<file path="src/rtl/mux_scan_pkg.sv">
// Shared types and constants for the mux scan serializer.
package mux_scan_pkg;

    localparam int unsigned WORD_W = 16;
    localparam int unsigned SEL_W  = 4;

    localparam logic [SEL_W-1:0] LAST_IDX = 4'd15;

    typedef enum logic {
        StIdle = 1'b0,
        StScan = 1'b1
    } state_e;

    // Select seen by the mux for a given bit index; MSB-first scans walk the word backwards.
    function automatic logic [SEL_W-1:0] scan_sel(input logic [SEL_W-1:0] cnt,
                                                  input bit msb_first);
        return msb_first ? ~cnt : cnt;
    endfunction

endpackage

</file>
<file path="src/rtl/scan_sel_counter.sv">
// Bit-index counter for the scan: clear on word accept, advance on each unstalled scan edge.
module scan_sel_counter
    import mux_scan_pkg::*;
(
    input  logic             clk,
    input  logic             rst_n,
    input  logic             clr,
    input  logic             en,
    output logic [SEL_W-1:0] cnt,
    output logic             term
);

    logic [SEL_W-1:0] cnt_q;
    logic [SEL_W-1:0] cnt_d;

    // Clear wins over advance; 15 -> 0 is plain overflow.
    always_comb begin
        cnt_d = cnt_q;
        if (clr) begin
            cnt_d = '0;
        end else if (en) begin
            cnt_d = cnt_q + SEL_W'(1);
        end
    end

    // Counter register.
    always_ff @(posedge clk or negedge rst_n) begin
        if (!rst_n) begin
            cnt_q <= '0;
        end else begin
            cnt_q <= cnt_d;
        end
    end

    assign cnt  = cnt_q;
    assign term = (cnt_q == LAST_IDX);

endmodule

</file>
<file path="src/rtl/mux_scan_serializer.sv">
// Holds a 16-bit word on an external 16:1 mux, steps its select, and registers the
// returned bit as a framed serial stream.
module mux_scan_serializer
    import mux_scan_pkg::*;
#(
    parameter bit MSB_FIRST = 1'b0
) (
    input  logic              clk,
    input  logic              rst_n,
    input  logic              load_valid,
    output logic              load_ready,
    input  logic [WORD_W-1:0] load_data,
    output logic [WORD_W-1:0] word_o,
    output logic [SEL_W-1:0]  sel_o,
    input  logic              mux_i,
    input  logic              stall,
    output logic              ser_out,
    output logic              ser_valid,
    output logic              ser_first,
    output logic              ser_last,
    output logic              busy
);

    state_e            state_q;
    state_e            state_d;
    logic [WORD_W-1:0] word_q;
    logic [SEL_W-1:0]  cnt;
    logic              term;
    logic              scan_step;
    logic              accept;
    logic              ser_out_q;
    logic              ser_valid_q;
    logic              ser_first_q;
    logic              ser_last_q;

    // A sample is taken on every SCAN edge that is not held by back-pressure.
    assign scan_step  = (state_q == StScan) && !stall;
    // Ready on the final-bit edge lets the next word follow with no bubble.
    assign load_ready = (state_q == StIdle) || (scan_step && term);
    assign accept     = load_valid && load_ready;

    scan_sel_counter u_cnt (
        .clk   (clk),
        .rst_n (rst_n),
        .clr   (accept),
        .en    (scan_step),
        .cnt   (cnt),
        .term  (term)
    );

    // Next state: enter SCAN on accept, leave after the last bit unless refilled.
    always_comb begin
        state_d = state_q;
        if (accept) begin
            state_d = StScan;
        end else if (scan_step && term) begin
            state_d = StIdle;
        end
    end

    // State and captured word.
    always_ff @(posedge clk or negedge rst_n) begin
        if (!rst_n) begin
            state_q <= StIdle;
            word_q  <= '0;
        end else begin
            state_q <= state_d;
            if (accept) begin
                word_q <= load_data;
            end
        end
    end

    // Serial output stage: the old word's bit is sampled even on a refill edge.
    always_ff @(posedge clk or negedge rst_n) begin
        if (!rst_n) begin
            ser_out_q   <= 1'b0;
            ser_valid_q <= 1'b0;
            ser_first_q <= 1'b0;
            ser_last_q  <= 1'b0;
        end else begin
            ser_valid_q <= scan_step;
            ser_first_q <= scan_step && (cnt == '0);
            ser_last_q  <= scan_step && term;
            if (scan_step) begin
                ser_out_q <= mux_i;
            end
        end
    end

    assign word_o    = word_q;
    assign sel_o     = scan_sel(cnt, MSB_FIRST);
    assign ser_out   = ser_out_q;
    assign ser_valid = ser_valid_q;
    assign ser_first = ser_first_q;
    assign ser_last  = ser_last_q;
    assign busy      = (state_q == StScan);

endmodule

</file>
<file path="config.mk">
export PLATFORM = sky130hd
export DESIGN_NAME = mux_scan_serializer
export DESIGN_NICKNAME = d
export VERILOG_FILES = /design/src/rtl/mux_scan_pkg.sv /design/src/rtl/scan_sel_counter.sv /design/src/rtl/mux_scan_serializer.sv
export SDC_FILE = /design/constraint.sdc
export NUM_CORES = 1
export LEC_CHECK = 0
export BUFFER_PORTS_ARGS = -buffer_cell sky130_fd_sc_hd__buf_4
export CORE_UTILIZATION = 48
export CTS_BUF_LIST = sky130_fd_sc_hd__clkbuf_8
export CTS_CLUSTER_SIZE = 20
export DETAILED_ROUTE_END_ITERATION = 6
export GPL_TIMING_DRIVEN = 0
export PLACE_DENSITY = 0.81
export SKIP_CTS_REPAIR_TIMING = 1
export SLEW_MARGIN = 20
export SYNTH_ARGS = -nofsm -noshare
export SYNTH_HDL_FRONTEND = slang
export SYNTH_SLANG_ARGS = --single-unit
</file>
<file path="constraint.sdc">
create_clock -name clk -period 1.7 [get_ports clk]
set_input_delay 0.34 -clock clk [delete_from_list [all_inputs] [get_ports clk]]
set_output_delay 0.34 -clock clk [all_outputs]
set_load 0.02 [all_outputs]
</file>
### Word-level counts from Yosys, hierarchy flattened

Index checks and enable logic that the tools add are counted.

| word-level totals | value |
|---|---|
| logic and storage cells | 23 |
| register bits after elaboration | 25 |
| output and inout port bits | 26 |

| operators by class | value |
|---|---|
| add/sub/neg operators | 1 |
| bitwise gates (word level) | 1 |
| muxes and demuxes | 4 |
| reductions and logical operators | 9 |
| equal/unequal tests | 1 |

Operators with widths:

| operator | count |
|---|---|
| two-way mux 4 bit | 2 |
| adder 4 x 1 -> 4 bit, second input constant | 1 |
| == test 4 bit, second input constant | 1 |
| logical AND 1 bit | 4 |
| zero test 4 bit | 1 |
| nonzero test 2 bit | 2 |
| two-way mux 1 bit | 2 |
| zero test 1 bit | 1 |
| logical OR 1 bit | 1 |
| NOT 1 bit | 1 |

### Depth between registers and ports, before layout

| depth | value |
|---|---|
| depth in word-level cells | 6 |
| mapped depth | 6 |
| mapped depth without buffers | 4 |

### Modules after synthesis

A second synthesis with hierarchy kept.

| unflattened totals | value |
|---|---|
| cells, all modules | 65 |
| area total of the unflattened synthesis | 1039.7 um^2 |

By module, submodules not included:

| module | instances | area each (um^2) | sequential area each (um^2) | cells each |
|---|---|---|---|---|
| mux_scan_serializer | 1 | 840.8 | 525.5 | 48 |
| scan_sel_counter | 1 | 198.9 | 100.1 | 17 |

### Worst setup path before layout

OpenSTA, ideal clock, no wires.

| path | value |
|---|---|
| path type | flip-flop to flip-flop |
| start | register u_cnt.cnt_q[0], in the netlist u_cnt.cnt[0] |
| end | register word_q[10], in the netlist word_o[10] |
| setup time | 0.125 ns |
| arrival | 1.580 ns |
| cell stages (with the launch flop) | 7 |
| slack | -0.005 ns |
| data required time | 1.575 ns |
| path buffers | 2 |
| cells stage by stage | dfrtp_1 > ha_1 > nand4b_2 > a21boi_2 > buf_6 > buf_12 > mux2_4 |

| on the way | value |
|---|---|
| word-level cells in the longest chain between the ends | 4 |

RTL lines:

| item | RTL line | source |
|---|---|---|
| from (decl) | scan_sel_counter.sv:13 | `logic [SEL_W-1:0] cnt_q;` |
| from (signal assigned) | scan_sel_counter.sv:31 | `cnt_q <= cnt_d;` |
| == test 4 bit | scan_sel_counter.sv:36 | `assign term = (cnt_q == LAST_IDX);` |
| logical AND 1 bit | mux_scan_serializer.sv:39 | `assign load_ready = (state_q == StIdle) \|\| (scan_step && term);` |
| logical OR 1 bit | mux_scan_serializer.sv:39 |  |
| logical AND 1 bit | mux_scan_serializer.sv:40 | `assign accept = load_valid && load_ready;` |
| to (signal assigned) | mux_scan_serializer.sv:69 | `word_q <= load_data;` |
| to (decl) | mux_scan_serializer.sv:26 | `logic [WORD_W-1:0] word_q;` |

Every way passes these cells.
A chain may end at the register's enable or synchronous reset.

### Worst setup path in the final report

| path | value |
|---|---|
| start | register u_cnt.cnt_q[1], in the netlist u_cnt.cnt[1] |
| end | register word_q[13], in the netlist word_o[13] |

Same word-level chain as after synthesis.

==> out/summary.txt <==
P per Cell Area: 1630 nW/um^2
final hold vios: 0
largest net degree at the start of global routing: 26
Routed WL: 1.92 mm
sequential cell area: 627 sq um
final period utilization: 0.965
total power: 2510 uW
DP Cell Count: 143
most frequent cells in the layout: buf_4 (49), dfrtp_1 (24), mux2_2 (10), mux2_4 (7), nor2_1 (4)
ANT nets after route: 0
YS warnings: 0
status: finished clean
IO Pins: 47
via count: 753
Hold WC Path Type: in -> reg
Clock Latency Late Sink: 0.26 ns
Worst Setup Path Type: reg -> reg
first-pass GRT wire length: 3.06 mm
filler instances: 136
Overflow after GRT: 0
Netlist cell types: 22
maxcap violations: 0
Area Overhead vs Synth: 45.5%
Pre-Repair DR Iteration Count: 2
Total GRT Usage: 0.170
Rows: 16
Via density: 4.95
Initial Util: 0.522
Post-Syn Area per Cell: 15.1 sq um
antenna violations before repair: 0
Comb pwr share: 0.458
setup TNS: 0 ns
Synth area leaders: dfrtp_1 (59%), mux2_2 (11%), mux2_4 (10%)
Clock Power Share: 0.134
Port Buffers: 46
diodes inserted: 0
Net Count, Synth: 93
worst slew pin tran: 0.307 ns
Startpoint Class: register
total CTS buffers: 3
CTS H-Tree Depth: 1
Worst EP required: 1.85 ns
switching power: 900 uW
die height: 48.9 microns
fin crit period: 1.64 ns
number of global-route vias before repair: 679
maximum fanout along the worst path: 10
multi-input logic area: 389 sq um
maximum VDD drop: 0.983 mV
Slew HR: 0.795
P_leak: 0.000787 uW
Root Driver: clkbuf_8
Sw Ratio: 0.359
Seq/Total Area, Yosys: 0.592
#FFs+latches synth: 25
clock sinks: 25
Final Max Slew Viols: 0
CTS tree: done
setup violators final: 0
die area: 2390 sq um
Synth top area share: 0.592
Core Region: 2020 sq um
CP Capture Type: register
Reg clk slew, reported paths: 0.08 ns
Cells after Synth: 70
Yosys top cell by area: dfrtp_1
Max clock buf depth: 2
ratio of cells with drive above 1 in the final layout: 0.624
Die Wd: 48.9 microns
sequential share of power: 0.408
internal power: 1610 uW
WL per Instance: 12.6 microns
CP arrival: 1.79 ns
Non-Filler Instances: 152
commonest non-fill, non-tap cell in the layout: buf_4
Final nets: 149
Post-Syn Area: 1060 sq um
residual DRC count: 0
Max Clock Skew: 0.00123 ns
iteration-0 DRC count of the detailed router: 4
Placer Congestion: 0.677
Fmax: 610 MHz
-- power by group through the flow --
| stage | Sequential, uW | Combinational (uW) | Clock (uW) |
|---|---|---|---|
| floorplan | 1300 | 349 | 0 |
| global placement | 1010 | 1110 | 0 |
| detailed placement | 1030 | 1130 | 0 |
| CTS | 1020 | 1130 | 347 |
| global route | 1060 | 1220 | 367 |
| finish | 1020 | 1150 | 336 |
-- registers in the layout, summed over array words and instances (netlist names) --
register and flops:
word_o 16, u_cnt.cnt 4, busy 1, ser_first 1
ser_last 1, ser_out 1, ser_valid 1
-- per-stage QoR --
step	util	setup slack [ns]	cell area [sq um]	hold WS (ns)
floorplan	-	0.0108	1060	0.0444
global placement	0.710	0.0330	1440	0.256
detailed placement	0.710	0.0257	1440	0.257
CTS	0.733	0.00543	1480	-0.0359
global route	0.760	-0.0253	1540	0.275
finish	0.760	0.0603	1540	0.286
-- synth_stat cells --
cell	instances
buf_2	1
and4_2	1
mux2_4	7
inv_1	2
o21ai_0	1
mux2i_1	2
dfrtp_1	25
buf_12	1
nand3_1	2
nor2b_1	1
nand3b_1	2
mux2_2	10
nand2b_1	2
ha_1	2
a21boi_2	1
nand4b_2	1
and3_1	1
nand2_1	1
xnor2_1	1
buf_6	1
nor2_1	4
nor3_1	1
-- per-layer routing --
metal / part of all wire / track usage
met1: 0.43 / 0.205
met2: 0.47 / 0.275
met4: 0.023 / 0.103
met5: 0 / 0
met3: 0.067 / 0.0374
-- cell families (layout without fill, tap and decap cells) --
logic type,Yosys count,after routing,synth area share
AND/OR/NAND/NOR,16,16,0.0936
AO/OA/AOI/OAI,2,2,0.0154
adder cells (fa/ha/maj),2,2,0.0237
buffers and inverters,5,60,0.0415
flip-flops,25,25,0.592
XOR/XNOR,1,1,0.00830
multiplexers,19,19,0.225
-- layout make-up --
type                            instances  share of cell area
Buffer                                  3              0.0236
Clock buffer                            3              0.0269
Clock inverter                          1             0.00244
Inverter                                2             0.00489
Multi-Input combinational cell         40               0.253
Sequential cell                        25               0.408
Tap cell                               27              0.0220
Timing Repair Buffer                   51               0.259
-- final timing paths --
check | to | from | cells past startpoint | slack, ns
worst max register to register | word_o[13] | u_cnt.cnt[1] | 6 | 0.06
worst min register to register | word_o[0] | word_o[0] | 1 | 0.51
min in group asynchronous | word_o[11] | rst_n | 2 | 0.51
worst max-delay path | word_o[13] | u_cnt.cnt[1] | 6 | 0.06
max in group asynchronous | u_cnt.cnt[0] | rst_n | 2 | 0.94
worst min-delay path | busy | load_valid | 2 | 0.29
-- worst max-delay path, cell delays in order (launching register included) --
cell      delay, ns
dfrtp_1        0.42
ha_2           0.23
nand4b_2       0.13
a21boi_2       0.17
buf_6          0.14
buf_12         0.14
mux2_4         0.30
(Power assumes the default switching activity.)
